[src/rtl/demux_deser8.sv]
// 1-to-8 serial-to-parallel deserializer: steers accepted serial bits into an
// 8-bit shadow register and publishes the completed word with a one-cycle pulse.
module demux_deser8 #(
   parameter int MSB_FIRST = 0
) (
   input  logic       clk,
   input  logic       rst_n,
   input  logic       din,
   input  logic       din_valid,
   input  logic       start,
   output logic [7:0] q,
   output logic       q_valid,
   output logic       busy,
   output logic       frame_abort,
   output logic [2:0] bit_cnt
);

   typedef enum logic {
      IDLE  = 1'b0,
      SHIFT = 1'b1
   } state_t;

   state_t     state_r, state_s;
   logic [2:0] sel_r, sel_s;
   logic [7:0] sh_r, sh_s;
   logic [7:0] q_r, q_s;
   logic       q_valid_r, q_valid_s;
   logic       busy_r, busy_s;
   logic       abort_r, abort_s;

   // Map the frame position onto a shadow-register slot for the chosen bit order.
   function automatic logic [2:0] slot_f(input logic [2:0] s);
      if (MSB_FIRST != 0) begin
         return 3'd7 - s;
      end else begin
         return s;
      end
   endfunction

   // Next-state and next-output logic for the IDLE/SHIFT frame controller.
   always_comb begin
      state_s   = state_r;
      sel_s     = sel_r;
      sh_s      = sh_r;
      q_s       = q_r;
      q_valid_s = 1'b0;
      abort_s   = 1'b0;
      case (state_r)
         IDLE: begin
            // Bits without start are idle-line noise and are dropped here.
            if (din_valid && start) begin
               sh_s[slot_f(3'd0)] = din;
               sel_s              = 3'd1;
               state_s            = SHIFT;
            end else begin
               state_s = IDLE;
            end
         end
         SHIFT: begin
            if (din_valid && start) begin
               // Restart wins even on the last slot; the old partial word is dropped.
               abort_s            = 1'b1;
               sh_s[slot_f(3'd0)] = din;
               sel_s              = 3'd1;
            end else if (din_valid) begin
               sh_s[slot_f(sel_r)] = din;
               if (sel_r == 3'd7) begin
                  q_s       = sh_s;
                  q_valid_s = 1'b1;
                  sel_s     = 3'd0;
                  state_s   = IDLE;
               end else begin
                  sel_s = sel_r + 3'd1;
               end
            end else begin
               state_s = SHIFT;
            end
         end
         default: begin
            state_s = IDLE;
            sel_s   = 3'd0;
         end
      endcase
      busy_s = (state_s == SHIFT);
   end

   // State, shadow and output registers.
   always_ff @(posedge clk or negedge rst_n) begin
      if (!rst_n) begin
         state_r   <= IDLE;
         sel_r     <= 3'd0;
         sh_r      <= 8'h00;
         q_r       <= 8'h00;
         q_valid_r <= 1'b0;
         busy_r    <= 1'b0;
         abort_r   <= 1'b0;
      end else begin
         state_r   <= state_s;
         sel_r     <= sel_s;
         sh_r      <= sh_s;
         q_r       <= q_s;
         q_valid_r <= q_valid_s;
         busy_r    <= busy_s;
         abort_r   <= abort_s;
      end
   end

   assign q           = q_r;
   assign q_valid     = q_valid_r;
   assign busy        = busy_r;
   assign frame_abort = abort_r;
   assign bit_cnt     = sel_r;

endmodule

[config.mk]
export PLATFORM = sky130hd
export DESIGN_NAME = demux_deser8
export DESIGN_NICKNAME = d
export VERILOG_FILES = /design/src/rtl/demux_deser8.sv
export SDC_FILE = /design/constraint.sdc
export NUM_CORES = 1
export LEC_CHECK = 0
export CAP_MARGIN = 20
export CORE_AREA = 5 5 53 55
export DETAILED_ROUTE_END_ITERATION = 8
export DIE_AREA = 0 0 58 60
export MAX_ROUTING_LAYER = met4
export PLACE_DENSITY = 0.75
export SYNTH_ARGS = -nofsm -noshare
export SYNTH_HDL_FRONTEND = slang
export SYNTH_SLANG_ARGS = --single-unit
[constraint.sdc]
create_clock -name clk -period 2 [get_ports clk]
set_input_delay 0.5 -clock clk [delete_from_list [all_inputs] [get_ports clk]]
set_output_delay 0.5 -clock clk [all_outputs]
set_load 0.01 [all_outputs]
# Word level (Yosys, flattened, before mapping)
# Index checks and enable logic that the tools add are counted.
[word_totals] in_bits=5 ff_bits=22 out_inout_bits=14 wordCells=45
[classes] bitwise=2 n_reduce_logical=5 muxes=25 add_sub_neg=1 n_lt_le_gt_ge=2 n_eq_ne=3
[op_table] op="two-way mux 3 bit" n=7
[op_table] op="two-way mux 1 bit" n=13
[op_table] op="bitwise mux 8 bit" n=1
[op_table] op="one-hot mux 3 bit (2 select lines)" n=1
[op_table] op="< comparator 3 x 4 -> 1 bit, second input constant" n=1
[op_table] op="one-hot mux 1 bit (2 select lines)" n=2
[op_table] op="AND reduction 4 bit" n=1
[op_table] op="adder 3 x 1 -> 3 bit, second input constant" n=1
[op_table] op="demux 1 bit (select 3 bit)" n=1
[op_table] op="equality test 3 bit, second input constant" n=1
[op_table] op=">= comparator 3 x 1 -> 1 bit, second input constant" n=1
[op_table] op="inequality test 3 x 2 -> 1 bit, second input constant" n=1
[op_table] op="AND reduction 3 bit" n=1
[op_table] op="logical AND 1 bit" n=2
[op_table] op="inequality test 2 bit, second input constant" n=1
[op_table] op="NOT 1 bit" n=2
[op_table] op="AND reduction 2 bit" n=1

# Depth between registers and ports, before layout
[depth] depth_word=11 depth_mapped=6 mapped_depth_nobuf=5

# Worst setup path after synthesis
# OpenSTA, ideal clock, no wires.
[synth_path] path_kind="input port to flip-flop" startpoint="input port din_valid" endpoint="register sh_r[5]" path_buffers=1 slack_ns=0.508 required_ns=1.875 t_arrival_ns=1.367 path_stages=4 setup_time_ns=0.125 path_cell_list="buf_2 nand4b_1 nor3b_1 mux2_2"
[synth_via] elab_chain_len=3
[synth_lines] element="from (decl)" line_no="9" source="input logic din_valid,"
[synth_lines] element="logical AND 1 bit" line_no="60" source="if (din_valid && start) begin"
[synth_lines] element="NOT 1 bit (no line)"
[synth_lines] element="AND reduction 3 bit (no line) (*)"
[synth_lines] element="to (signal assigned)" line_no="100" source="sh_r <= sh_s;"
[synth_lines] element="to (decl)" line_no="25" source="logic [7:0] sh_r, sh_s;"
# Mark *: on every way between the ends. The rest lies on a longest branch, timed or not.
# A chain may end at the register's enable or synchronous reset.

# Worst setup path in the final report
[layout_path] startpoint="register sel_r[1], in the netlist bit_cnt[1]" endpoint="output port bit_cnt[1]"
[layout_rtl] element="from (decl)" line_no="24" source="logic [2:0] sel_r, sel_s;"
[layout_rtl] element="from (signal assigned)" line_no="99" source="sel_r <= sel_s;"
[layout_rtl] element="to (decl)" line_no="15" source="output logic [2:0] bit_cnt"
# No word-level cell between the ends.

==> qor.csv <==
stage,metric,value,unit
logic_synthesis,Yosys reg bits,22,
timing,Least-Margin Pin Slew,0.5153,ns
logic_synthesis,area share of the leading cell type in the synthesized netlist,0.5093,
setup_path,Reg2Reg Launch Point,bit_cnt[0]$_DFFE_PN0P_,
cts,worst-skew pair later-pin latency,0.31,ns
floorplanning,# rows,18,
setup_path,Worst EP arrival,1.43,ns
logic_synthesis,mux cell area share after synthesis,0.1644,
route,Pre-Repair DR Iteration Count,4,
global_route,global route overflow,0,
setup_path,Setup crit start kind,register,
pwr,Worst VDD drop,0.0004971,V
logic_synthesis,Post-Syn Nets,102,
logic_synthesis,syn avg cell area,11.38,µm²
timing,Setup Skew,0.003923,ns
setup_path,r2r setup slk,0.37,ns
route,total number of vias,770,
floorplanning,Die Wd,58,µm
place,Final Wtd Congestion,0.7366,
floorplanning,Initial Utilization,0.4615,
layout,Diodes inserted,0,
layout,area grow syn2layout,25.58,%
route,final wirelength,2.034,mm
route,Final ANT Viol Nets,0,
cts,Clock Tree Buf Depth,2,
floorplanning,# IOs,19,
pwr,Power Dens Cells,851.3,mW/mm²
floorplanning,Die Span Y,60,µm
cts,clock slew at reported path FFs,0.12,ns
layout,post-route cell area,0.001358,mm²
pwr,Pwr Total,1156,µW
global_route,vias in the first global route,743,
global_route,antenna violations before repair,0,
setup_path,crit path kind,register to primary output,
timing,setup TNS,0,ns
setup_path,maximum fanout along the worst path,9,
logic_synthesis,total of warnings raised by yosys,0,
cts,cts repair resizes,0,
timing,RSZ-0062 raised after global routing,false,
cts,postcts setup bufs,0,
cts,total CTS buffers,3,
timing,final setup fails,0,
flow_run,Max Cap Viol,0,
timing,pins over their slew limit,0,
cts,root buffer cell,clkbuf_4,
global_route,largest net degree at the start of global routing,23,
layout,final net count,126,
logic_synthesis,Post-Syn Instances,95,
logic_synthesis,post-synthesis compound-gate area fraction,0.07870,
layout,# fillers,213,
cts,CTS Hold Bufs,0,
worst_hold_path,Hold Path End,q[0]$_DFFE_PN0P_,
status,run status,finished clean,
global_route,first-pass GRT wire length,3.381,mm
global_route,GR Util All Layers,0.1338,
timing,Fmax achieved,516.9,MHz
timing,post-layout min period,1.935,ns
floorplanning,die area,0.003480,mm²
setup_path,critical path's slowest cell,clkdlybuf4s50_1,
setup_path,"critical path, cell by cell",clkdlybuf4s50_1,
setup_path,worst path required time,1.50,ns
setup_path,Bufs and invs on worst path,1,
setup_path,Worst Reg2Reg Path Length in Cells,6,
floorplanning,Core Region,0.002342,mm²
pwr,leak pwr,0.0006194,µW
logic_synthesis,"Seq/Total Area, Yosys",0.5093,
cts,CTS tree,built,
timing,fin crit share,0.9673,
route,WL/cell,13.74,µm
logic_synthesis,synthesized area,0.001081,mm²
route,number of DRC markers in iteration 0,11,
logic_synthesis,synth top area cells,"dfrtp_1 (51%), mux2i_1 (7.4%), mux2_2 (6.2%)",
setup_path,nature of the critical path endpoint,primary output,
worst_hold_path,Worst Hold Class,register to register,
timing,Final Hold Viols,0,
setup_path,reg2reg end,q[5]$_DFFE_PN0P_,
cts,htree depth,1,
logic_synthesis,XOR/XNOR Fraction of Synth Area,0,
worst_hold_path,Hold Path Origin,q[0]$_DFFE_PN0P_,
logic_synthesis,post-synth cell types,21,
logic_synthesis,Synth Area in Adders,0.02315,
route,via/cell ratio,5.203,
route,DRC viols,0,
logic_synthesis,Yosys top cell by area,dfrtp_1,
place,Post-DP Area,0.001321,mm²
logic_synthesis,simple-gate share of the synthesized area,0.1933,
setup_path,CP top delay family,buffers and inverters,
logic_synthesis,largest family of logic cells by synthesized area,simple AND/OR/NAND/NOR gates,
timing,Slew HR,0.6554,
worst_hold_path,depth of the worst hold-timing path,2,
setup_path,CP Launch Point,bit_cnt[1]$_DFFE_PN0P_,
layout,layout cells sized above 1,0.1949,
timing,Worst Hold Margin,0.4970,ns
cts,CTS Sinks,22,
place,dpl hpwl,1.464,mm
place,number of buffers added on ports,18,
setup_path,Crit path largest cell delay,0.60,ns
==> registers in the layout, summed over array words and instances (netlist names) <==
register,flops
bit_cnt,3
busy,1
frame_abort,1
q,8
q_valid,1
sh_r,8
==> per-stage QoR <==
step / std cells / utilization / worst slack (ns)
floorplan: 95 / - / 0.5083
global placement: 144 / 0.5641 / -0.002783
detailed placement: 144 / 0.5641 / -0.05929
CTS: 148 / 0.5796 / 0.04154
global route: 148 / 0.5796 / 0.005228
finish: 148 / 0.5796 / 0.06548
==> cell usage after synthesis (all sizes together) <==
cell and n:
inv 1, nand2 13, mux2i 8, nor4 1
nor4b 1, nand3b 3, buf 6, nor2 1
and3 1, nor3b 6, nand3 1, a22o 3
mux2 8, o21ai 11, dfrtp 22, nor3 2
and4bb 2, ha 2, nand4b 2, and3b 1
==> cell type report <==
type | instances | area [µm²] | area share
inverter | 1 | 3.754 | 0.002765
multi-input combinational | 66 | 496.7 | 0.3659
tap | 30 | 37.54 | 0.02765
clock buffer | 4 | 36.28 | 0.02673
timing repair buffer | 25 | 232.7 | 0.1714
sequential | 22 | 550.5 | 0.4055
==> metal layers <==
metal	track usage	routed length, µm	up-vias	share of wire
met5	-	0	-	0
met4	0.06954	16	0	0.0079
met3	0.01944	53	2	0.026
met2	0.2097	1032	8	0.51
met1	0.1682	931	370	0.46
li1	-	-	390	-
==> how the worst max path moves through the flow <==
stage	endpoint	slack, ns	cells after the start
2_1_floorplan	sh_r[5]$_DFFE_PN0P_	0.51	4
3_3_place_gp	sh_r[3]$_DFFE_PN0P_	-0.003	4
3_5_place_dp	sh_r[3]$_DFFE_PN0P_	-0.06	4
4_1_cts	bit_cnt[1]	0.04	1
5_1_grt	bit_cnt[1]	0.005	1
6_report	bit_cnt[1]	0.07	1
==> report_power, final <==
group / switching, µW / internal [µW]
logic: 133 / 191
registers: 58.1 / 526
clock network: 136 / 111
total: 327 / 829
==> cell usage in the layout (no fill, tap or decap) <==
| cell type | Yosys | routed |
|---|---|---|
| mux2_2 | 6 | 6 |
| clkbuf_8 | 0 | 1 |
| a22o_2 | 3 | 3 |
| nor4b_1 | 1 | 1 |
| o21ai_0 | 11 | 11 |
| nand4b_1 | 2 | 2 |
| nor3_1 | 2 | 2 |
| mux2_4 | 2 | 2 |
| nor4_1 | 1 | 1 |
| inv_1 | 1 | 1 |
| and3b_1 | 1 | 1 |
| buf_4 | 0 | 7 |
| nand3_1 | 1 | 1 |
| clkbuf_4 | 0 | 3 |
| nor3b_1 | 6 | 6 |
| ha_1 | 2 | 2 |
| and4bb_1 | 2 | 2 |
| dfrtp_1 | 22 | 22 |
| clkdlybuf4s50_1 | 0 | 18 |
| nor2_1 | 1 | 1 |
| nand2_1 | 13 | 13 |
| mux2i_1 | 8 | 8 |
| nand3b_1 | 3 | 3 |
| and3_2 | 1 | 1 |
==> worst reg2reg max path: stages, from the launching register on <==
cell	delay [ns]
dfrtp_1	0.47
buf_4	0.20
ha_1	0.20
ha_1	0.21
nand4b_1	0.12
buf_4	0.20
o21ai_0	0.12
==> cell families (layout without fill, tap and decap cells) <==
| kind of cell | after synthesis | after routing |
|---|---|---|
| adder cells (fa/ha/maj) | 2 | 2 |
| multiplexers | 16 | 16 |
| AND/OR/NAND/NOR | 34 | 34 |
| AO/OA/AOI/OAI | 14 | 14 |
| buffers and inverters | 7 | 30 |
| flip-flops | 22 | 22 |
No activity file was read; power rests on OpenSTA's default activity.
